`src/rtl/branch_predictor_pkg.sv`:
```
// ============================================================================
// branch_predictor_pkg : shared encodings for the predictor and next-PC logic
// Revision: 1.0
// ============================================================================
`default_nettype none

package branch_predictor_pkg;

  // 2-bit saturating counter states; the prediction is bit 1
  localparam logic [1:0] SNT = 2'b00;
  localparam logic [1:0] WNT = 2'b01;
  localparam logic [1:0] WT  = 2'b10;
  localparam logic [1:0] ST  = 2'b11;

  // next-PC source select, shared with the next-PC mux
  localparam logic [1:0] EM_OTHER  = 2'd0;
  localparam logic [1:0] EM_JALR   = 2'd1;
  localparam logic [1:0] EM_BRANCH = 2'd2;

endpackage

`default_nettype wire

```
`src/rtl/branch_predictor_sat_counter2.sv`:
```
// ============================================================================
// sat_counter2 : next-state function of a 2-bit saturating counter
// Revision: 1.0
// ============================================================================
`default_nettype none

module sat_counter2
  import branch_predictor_pkg::*;
(
  input  logic [1:0] state,
  input  logic       taken,
  output logic [1:0] next_state
);

  always_comb begin
    next_state = state;
    if (taken) begin
      if (state != ST) next_state = state + 2'd1;
    end else begin
      if (state != SNT) next_state = state - 2'd1;
    end
  end

endmodule

`default_nettype wire

```
`src/rtl/branch_predictor.sv`:
```
// ============================================================================
// branch_predictor : PC-indexed 2-bit counter table, resolution control and
//                    branch / mispredict performance counters
// Revision: 1.0
// ============================================================================
`default_nettype none

module branch_predictor
  import branch_predictor_pkg::*;
#(
  parameter  int ENTRIES = 16,
  localparam int IDX_W   = $clog2(ENTRIES)
) (
  input  logic        clk,
  input  logic        rst_n,
  input  logic [31:0] current_pc,
  output logic        c_guess,
  input  logic        em_valid,
  input  logic        em_is_branch,
  input  logic        em_is_jalr,
  input  logic [31:0] em_pc,
  input  logic        em_guess,
  input  logic        em_taken,
  output logic        hit,
  output logic [1:0]  em_type,
  output logic        flush,
  output logic [31:0] branch_cnt,
  output logic [31:0] miss_cnt
);

  logic [1:0]       pht [ENTRIES];
  logic [IDX_W-1:0] rd_idx;
  logic [IDX_W-1:0] wr_idx;
  logic [1:0]       upd_state;
  logic             jalr_ev;
  logic             br_ev;
  logic             unused_pc_bits;

  assign rd_idx = current_pc[IDX_W+1:2];
  assign wr_idx = em_pc[IDX_W+1:2];
  assign unused_pc_bits = ^{current_pc[31:IDX_W+2], current_pc[1:0],
                            em_pc[31:IDX_W+2], em_pc[1:0]};

  // Plain array read: a same-cycle training write is not bypassed
  assign c_guess = pht[rd_idx][1];

  // JALR wins when the decode flags both
  assign jalr_ev = em_valid & em_is_jalr;
  assign br_ev   = em_valid & em_is_branch & ~em_is_jalr;

  always_comb begin
    em_type = EM_OTHER;
    if (jalr_ev)    em_type = EM_JALR;
    else if (br_ev) em_type = EM_BRANCH;
  end

  assign hit   = br_ev ? ~(em_guess ^ em_taken) : 1'b1;
  assign flush = jalr_ev | (br_ev & ~hit);

  sat_counter2 u_sat (
    .state      (pht[wr_idx]),
    .taken      (em_taken),
    .next_state (upd_state)
  );

  always_ff @(posedge clk) begin
    if (!rst_n) begin
      for (int i = 0; i < ENTRIES; i++) pht[i] <= WNT;
      branch_cnt <= '0;
      miss_cnt   <= '0;
    end else if (br_ev) begin
      pht[wr_idx] <= upd_state;
      branch_cnt  <= branch_cnt + 32'd1;
      if (!hit) miss_cnt <= miss_cnt + 32'd1;
    end
  end

endmodule

`default_nettype wire
```
`config.mk`:
```
export PLATFORM = sky130hd
export DESIGN_NAME = branch_predictor
export DESIGN_NICKNAME = d
export VERILOG_FILES = /design/src/rtl/branch_predictor_pkg.sv /design/src/rtl/branch_predictor_sat_counter2.sv /design/src/rtl/branch_predictor.sv
export SDC_FILE = /design/constraint.sdc
export NUM_CORES = 1
export LEC_CHECK = 0
export ABC_AREA = 1
export CAP_MARGIN = 5
export CORE_ASPECT_RATIO = 1.1
export CORE_MARGIN = 4
export CORE_UTILIZATION = 49
export CTS_CLUSTER_SIZE = 8
export DETAILED_ROUTE_END_ITERATION = 12
export PLACE_DENSITY = 0.81
export SETUP_SLACK_MARGIN = 0.3
export SLEW_MARGIN = 20
export SYNTH_ARGS = -nofsm -noshare
export SYNTH_HDL_FRONTEND = slang
export SYNTH_SLANG_ARGS = --single-unit
```
`constraint.sdc`:
```
create_clock -name clk -period 2.7 [get_ports clk]
set_clock_uncertainty 0.2 [all_clocks]
set_input_delay 0.54 -clock clk [delete_from_list [all_inputs] [get_ports clk]]
set_output_delay 0.54 -clock clk [all_outputs]
set_load 0.005 [all_outputs]
```
# Yosys cells after proc, flatten, opt, wreduce, memory -nomap -nowiden
# Memories as Yosys holds them, arrays and structs flattened.
# Cells that the tools add are included.
# classes
bitwise,9
reduce_logical,3
add_sub_neg,4
muxes,13
n_eq_ne,1
# ops
operator,count
"32-bit by 1-bit adder with 32-bit output, second input constant",2
2-bit two-way mux,6
1-bit two-way mux,6
1-bit bitwise AND,4
4-bit two-way mux,1
1-bit NOT,3
"2-bit by 1-bit adder with 2-bit output, second input constant",1
"2-bit inequality test, second input constant",1
2-bit AND reduction,1
2-bit nonzero test,1
2-bit OR reduction,1
"2-bit by 1-bit subtractor with 2-bit output, second input constant",1
1-bit OR,1
1-bit bitwise XOR,1
# totals
word_cells,33
register_bits,64
out_inout_bits,69
mem_bits_rw,32
mem_count,1
# memory_table
memory,depth,width,rd,rd_clocked_by_memory_dff,wr,line_no,source
pht,16,2,2,0,16,branch_predictor.sv:31,logic [1:0] pht [ENTRIES];

# Logic depth before layout (Yosys ltp)
# Gate-level depths: netlist of run 1.
# logic_depth
ltp_word,7
ltp_mapped,13
ltp_nobuf,11

# Cells and area by module
# Synthesis of run 1 repeated with hierarchy kept, for this count alone.
# unflattened
cells_unflattened,782
hier_area_um2,5245.0
# modules_own_cells
mod,seq_area_each_um2,cells_each,instances,area_each_um2
branch_predictor,2242.2,776,1,5220.0
sat_counter2,0.0,6,1,25.0

# Worst setup path before layout of run 1
# No wires, ideal clock.
# synth_timing
path_kind,in2reg
from,input port em_pc[2]
to,"memory pht[10][1], data pin"
arrival_ns,1.669
path_slack_ns,0.579
n_path_buf,2
path_stages,13
path_cell_list,buf_4 inv_2 nand2_1 nand2_1 nand2_1 nand2_1 nand2_1 nand2_1 o21ai_2 nand2_1 nand2_2 buf_4 nor2_1
# synth_lines
item,line_no,source
from (decl),branch_predictor.sv:21,"input logic [31:0] em_pc,"
to (decl),branch_predictor.sv:31,

# Worst setup path in the final report of run 1
# layout_timing
from,input port em_taken
to,output port hit
# layout_between
elab_chain_cells,3
# layout_rtl
item,line_no,source
from (decl),branch_predictor.sv:23,"input logic em_taken,"
1-bit bitwise XOR,branch_predictor.sv:57,assign hit = br_ev ? ~(em_guess ^ em_taken) : 1'b1;
1-bit NOT,branch_predictor.sv:57,
1-bit two-way mux,branch_predictor.sv:57,
to (decl),branch_predictor.sv:24,"output logic hit,"
# Every way passes these cells.

==> metrics, run 1 <==
Post-DRT Antenna Nets=0; pwr/cell area=458 nW/µm²; Yosys top cell area share=24.6%; Post-CTS Hold Buffers=0; # H-tree levels=3; crit-path max FO=2; DRT Pass-1 Iters=5; CP startpoint kind=primary input; CTS tree=yes; status=finished clean; initial drt markers=320; Synth area leaders=dfxtp_1 25%, edfxtp_1 18%, nand2_1 14%, inv_1 8.4%, nor2_1 8.4%; asr flop ratio synth=0%; total track usage=22.6%; Mapped Nets=835; clock tree sinks=96; IO Port Bufs=83; gpl congestion=0.921; grt ovf=0; area grow syn2layout=30.4%; most frequent cell after synthesis=nand2_1; hpwl dp=9.70 mm; fmax=0.423 GHz; IO Count=140; # diodes=0; Final Hold Slack=0.298 ns; initial core utilization=50.1%; setup TNS=0 ns; post-synth top area cell=dfxtp_1; Min-Delay Path Class=reg2reg; final setup vio count=0; share of cells above drive strength 1=9.36%; synth warn=0; TritonCTS buffer count=9; #FFs+latches synth=96; fin crit period=2.36 ns; Routed wire per std cell=13.3 µm; Static Leak=2.71 nW; residual DRC count=0; critical path type=in2out; WP data required=1.96 ns; Commonest cells post-synth=191 x nand2_1, 117 x inv_1, 117 x nor2_1; Core ar.=10400 µm²; synthesized instance count=762; CP arrival=1.62 ns; die width=106 µm; number of global-route vias before repair=4874; Seq/Total Area, Yosys=43.1%; pins over their slew limit=0; final hold vios=0; die area=12300 µm²; Max-Cap Viols=0; global-route wire length before repair=22.4 mm; pre-CTS setup slack=-0.159 ns; via count=5232; post-synth cell types=37; post-route clock period utilization=87.5%; die height=116 µm; Post-Route WL=13.7 mm; worst slew pin tran=0.673 ns; initial antenna violation count=0; Max Root-Sink Buffers=2; Root Driver=clkbuf_16; EDFF count, synth=32; Site Rows=39; final setup margin=0.338 ns; NumNets Final=955; Post-Syn Area=5210 µm²; Primary FF master, synth=dfxtp_1; worst rel slew slack=55.1%; RSZ-0062 raised after global routing=true; syn_area_per_cell=6.83 µm²; Layout fillers=905; largest net degree at the start of global routing=68; Worst-Skew Late Latency=0.35 ns; Reg clk slew, reported paths=0.07 ns; Peak VDD IR=304 µV; Tot Pwr=3.11 mW; Critical Path End Type=primary output; via density per instance=5.08
[timing repair]
| item | in CTS | in global routing |
|---|---|---|
| buffers inserted | 7 | 3 |
| endpoints found under the setup margin | 9 | 54 |
| resized for setup | 14 | 23 |
| pin swaps | 4 | 12 |
| gates cloned | 1 | 0 |
[final cells by class]
cell class	count	area [µm²]	share of cell area, %
clock buffer	11	233	3.43
clock inverter	5	81.3	1.20
inverter	119	447	6.58
multi-input combinational	530	2470	36.3
sequential	96	2240	33.0
tap	143	179	2.63
timing repair buffer	126	1140	16.8
[sequential cells by signal (all words and copies together) (netlist names)]
signal,count
branch_cnt,32
pht,32
miss_cnt,32
[worst paths after layout]
path                               startpoint                     endpoint  slack [ns]  cells after the start
setup / recovery                     em_taken                          hit        0.34                      5
hold / removal    branch_cnt[19]$_SDFFE_PN0N_  branch_cnt[19]$_SDFFE_PN0N_        0.30                      2
setup reg to reg   branch_cnt[7]$_SDFFE_PN0N_  branch_cnt[19]$_SDFFE_PN0N_        0.57                      7
hold reg to reg   branch_cnt[19]$_SDFFE_PN0N_  branch_cnt[19]$_SDFFE_PN0N_        0.30                      2
[kinds of logic (layout without fill, tap and decap cells)]
family	Yosys count	in the layout	synth area share [%]
AND/OR/NAND/NOR	430	430	35.8
flip-flops	96	96	43.1
XOR/XNOR	2	2	0.481
multiplexers	3	3	0.577
buffers and inverters	136	261	10.1
AO/OA/AOI/OAI	93	93	9.51
adder cells (fa/ha/maj)	2	2	0.480
[cells in the final DEF, fill, tap and decap left out, types with 3 or more instances in the layout]
| master | n |
|---|---|
| nand3_1 | 53 |
| inv_2 | 3 |
| dlygate4sd2_1 | 4 |
| buf_6 | 3 |
| nor2_1 | 115 |
| a21oi_1 | 36 |
| o21ai_0 | 42 |
| a31oi_1 | 3 |
| nor2_2 | 3 |
| nor3b_1 | 3 |
| buf_4 | 39 |
| nor3_1 | 24 |
| clkbuf_16 | 9 |
| nand3b_1 | 3 |
| nor4_1 | 5 |
| clkbuf_2 | 6 |
| mux2i_1 | 3 |
| dfxtp_1 | 64 |
| nor2_4 | 3 |
| o211ai_1 | 3 |
| inv_1 | 116 |
| nand2_1 | 191 |
| nand4_1 | 21 |
| edfxtp_1 | 32 |
| clkdlybuf4s50_1 | 70 |
[layer usage]
layer	share of wire [%]	up-vias	global-route usage, %
met5	0	-	0
met4	2.1	0	8.38
met3	5.5	22	4.37
met2	49	166	38.2
met1	44	2334	28.9
li1	-	2710	-
[stage by stage]
| stage | utilization, % | instance area [µm²] | instances |
|---|---|---|---|
| 5_1_grt | 65.3 | 6790 | 1030 |
| 2_1_floorplan | - | 5210 | 762 |
| 3_5_place_dp | 61.4 | 6380 | 1003 |
| 4_1_cts | 65.0 | 6760 | 1027 |
| 6_report | 65.3 | 6790 | 1030 |
| 3_3_place_gp | 61.4 | 6380 | 1003 |
[critical path, cell delays in order]
cell           delay, ns
dlygate4sd2_1       0.27
xor2_2              0.30
nand2_2             0.11
buf_4               0.15
dlygate4sd2_1       0.25
[power by group]
part           internal (mW)  switching [mW]  leakage [nW]
clock                  0.812           0.539         0.150
sequential              1.50         0.00913         0.793
combinational          0.101           0.147          1.76
total                   2.41           0.695          2.71
(Power assumes the default switching activity.)
==> run 2: changes to the inputs <==
--- a/config.mk
+++ b/config.mk
@@ -7,7 +7,7 @@
 export LEC_CHECK = 0
 export ABC_AREA = 1
 export CAP_MARGIN = 5
-export CORE_ASPECT_RATIO = 1.1
+export CORE_ASPECT_RATIO = 2
 export CORE_MARGIN = 4
 export CORE_UTILIZATION = 49
 export CTS_CLUSTER_SIZE = 8
==> run 2 against run 1 <==
  * First-iteration DRC count is 26% lower
  * Combinational power hardly changed
  * Largest cell class unchanged
  * Sequential share of layout area is 0.17 points higher
  * Critical endpoint is now c_guess
  * Highest routed layer unchanged
==> metrics, run 2 (same netlist as run 1, synthesis figures left out) <==
commonest non-fill, non-tap cell in the layout=nand2_1; Core ar.=10500 µm²; worst slew pin tran=0.661 ns; initial core utilization=49.7%; number of global-route vias before repair=5178; worst reg2reg path startpoint=branch_cnt[4]$_SDFFE_PN0N_; setup TNS=0 ns; final hold vios=0; DRT Pass-1 Iters=4; Post-Route WL=14.5 mm; WP depth=7; Max Root-Sink Buffers=2; gpl congestion=0.875; Worst Path Buf+Inv=3; Root Driver=clkbuf_16; Post-DRT Antenna Nets=0; share of cells above drive strength 1=8.30%; die height=154 µm; hpwl dp=10.9 mm; total track usage=24.4%; Layout fillers=974; pwr/cell area=463 nW/µm²; Reg clk slew, reported paths=0.06 ns; Routed wire per std cell=14.3 µm; CP startpoint kind=primary input; Tot Pwr=3.13 mW; critical path type=in2out; multi-input logic area=2470 µm²; status=finished clean; RR Endpoint=branch_cnt[31]$_SDFFE_PN0N_; IO Count=140; die width=80.9 µm; most used cell, CP=o211ai_1; grt ovf=0; Worst Setup EP=c_guess; largest net degree at the start of global routing=68; die area=12400 µm²; Peak VDD IR=318 µV; initial antenna violation count=1; via count=5278; NumNets Final=948; Final Hold Slack=0.293 ns; Critical Path Max Stage Delay=0.27 ns; most frequent cells in the layout=190 x nand2_1, 117 x inv_1, 116 x nor2_1, 69 x clkdlybuf4s50_1, 64 x dfxtp_1; crit-path max FO=7; residual DRC count=0; via density per instance=5.18; FF-to-FF setup slack=0.57 ns; fmax=0.429 GHz; Seq. cell area=2240 µm²; area grow syn2layout=29.8%; initial drt markers=236; WP data required=1.96 ns; RSZ-0062 raised after global routing=false; Crit path max-delay family=buffers and inverters; Static Leak=2.68 nW; R2R cell count=8; Min-Delay Path Class=reg2reg; hold path start=branch_cnt[2]$_SDFFE_PN0N_; biggest regs=branch_cnt: 32 flops, miss_cnt: 32 flops, pht: 32 flops; worst rel slew slack=56.0%; final setup vio count=0; TritonCTS buffer count=9; Max-Cap Viols=0; Critical Path End Type=primary output; Crit-path slowest cell=dlygate4sd2_1; pins over their slew limit=0; post-route clock period utilization=86.3%; CP arrival=1.59 ns; cells along the critical path=dlygate4sd2_1 > buf_6 > mux2i_4 > o211ai_1 > o211ai_1 > nand2_1 > clkbuf_2; global-route wire length before repair=23.8 mm; fin crit period=2.33 ns; Worst-Skew Late Latency=0.34 ns; Worst Setup SP=current_pc[2]; clock tree sinks=96; # H-tree levels=3; Site Rows=53; IO Port Bufs=83; CTS tree=yes
-- run 2: cell types whose count changed in the layout (fill, tap and decap cells not counted), sizes merged --
cell / previous run / this run
buf: 44 / 37
clkbuf: 17 / 11
dlygate4sd2: 4 / 7
clkdlybuf4s15: 0 / 2
clkdlybuf4s50: 70 / 69
clkinv: 2 / 3
diode: 0 / 1
inv: 119 / 120
-- run 2: cell type report --
class / count / share of cell area, %
multi-input cells: 530 / 36.5
flip-flops and latches: 96 / 33.2
repair buffers: 119 / 16.3
inverters: 119 / 6.61
clock buffers: 9 / 3.33
well taps: 137 / 2.54
clock inverters: 7 / 1.41
diodes: 1 / 0.0370
-- run 2: layer usage --
metal / track usage [%] / routed length (µm) / up-vias
met1: 24.7 / 5100 / 2404
met3: 4.81 / 626 / 45
li1: - / - / 2691
met2: 45.4 / 8140 / 138
met5: 0 / 0 / -
met4: 12.2 / 653 / 0
-- run 2: through the flow --
stage          std cells  area (µm²)  utilization (%)  worst slack [ns]
4_1_cts             1015        6720             64.2             0.263
6_report            1018        6760             64.5             0.371
3_3_place_gp         998        6380             60.9            -0.207
2_1_floorplan        762        5210                -             0.579
3_5_place_dp         998        6380             60.9            -0.199
5_1_grt             1018        6760             64.5             0.308
-- run 2: how the worst min path moves through the flow --
| stage | end | slack, ns | cells past startpoint |
|---|---|---|---|
| after floorplan | miss_cnt[7]$_SDFFE_PN0P_ | 0.27 | 1 |
| after global placement | miss_cnt[0]$_SDFFE_PN0P_ | 0.27 | 1 |
| after detailed placement | branch_cnt[2]$_SDFFE_PN0N_ | 0.28 | 2 |
| after CTS | branch_cnt[2]$_SDFFE_PN0N_ | 0.29 | 2 |
| after global routing | branch_cnt[2]$_SDFFE_PN0N_ | 0.31 | 2 |
| final | branch_cnt[2]$_SDFFE_PN0N_ | 0.29 | 2 |
-- run 2: worst reg2reg max path, cell delays in order, from the launching register on --
cell	delay, ns
dfxtp_1	0.45
nand2_1	0.11
nor3_1	0.43
nand3_2	0.21
nor2_4	0.25
nand2_4	0.10
o21bai_1	0.18
inv_1	0.07
nor2_1	0.09
-- run 2: power breakdown --
group	switching, mW	internal [mW]
logic	0.152	0.0993
clock network	0.552	0.813
registers	0.00904	1.50
-- run 2: what timing repair did --
action | CTS | global route
setup buffers | 0 | 1
pin swaps | 2 | 1
endpoints found under the setup margin | 21 | 38
cloned | 1 | 1
gates resized for setup | 24 | 11
hold buffers | 0 | 0
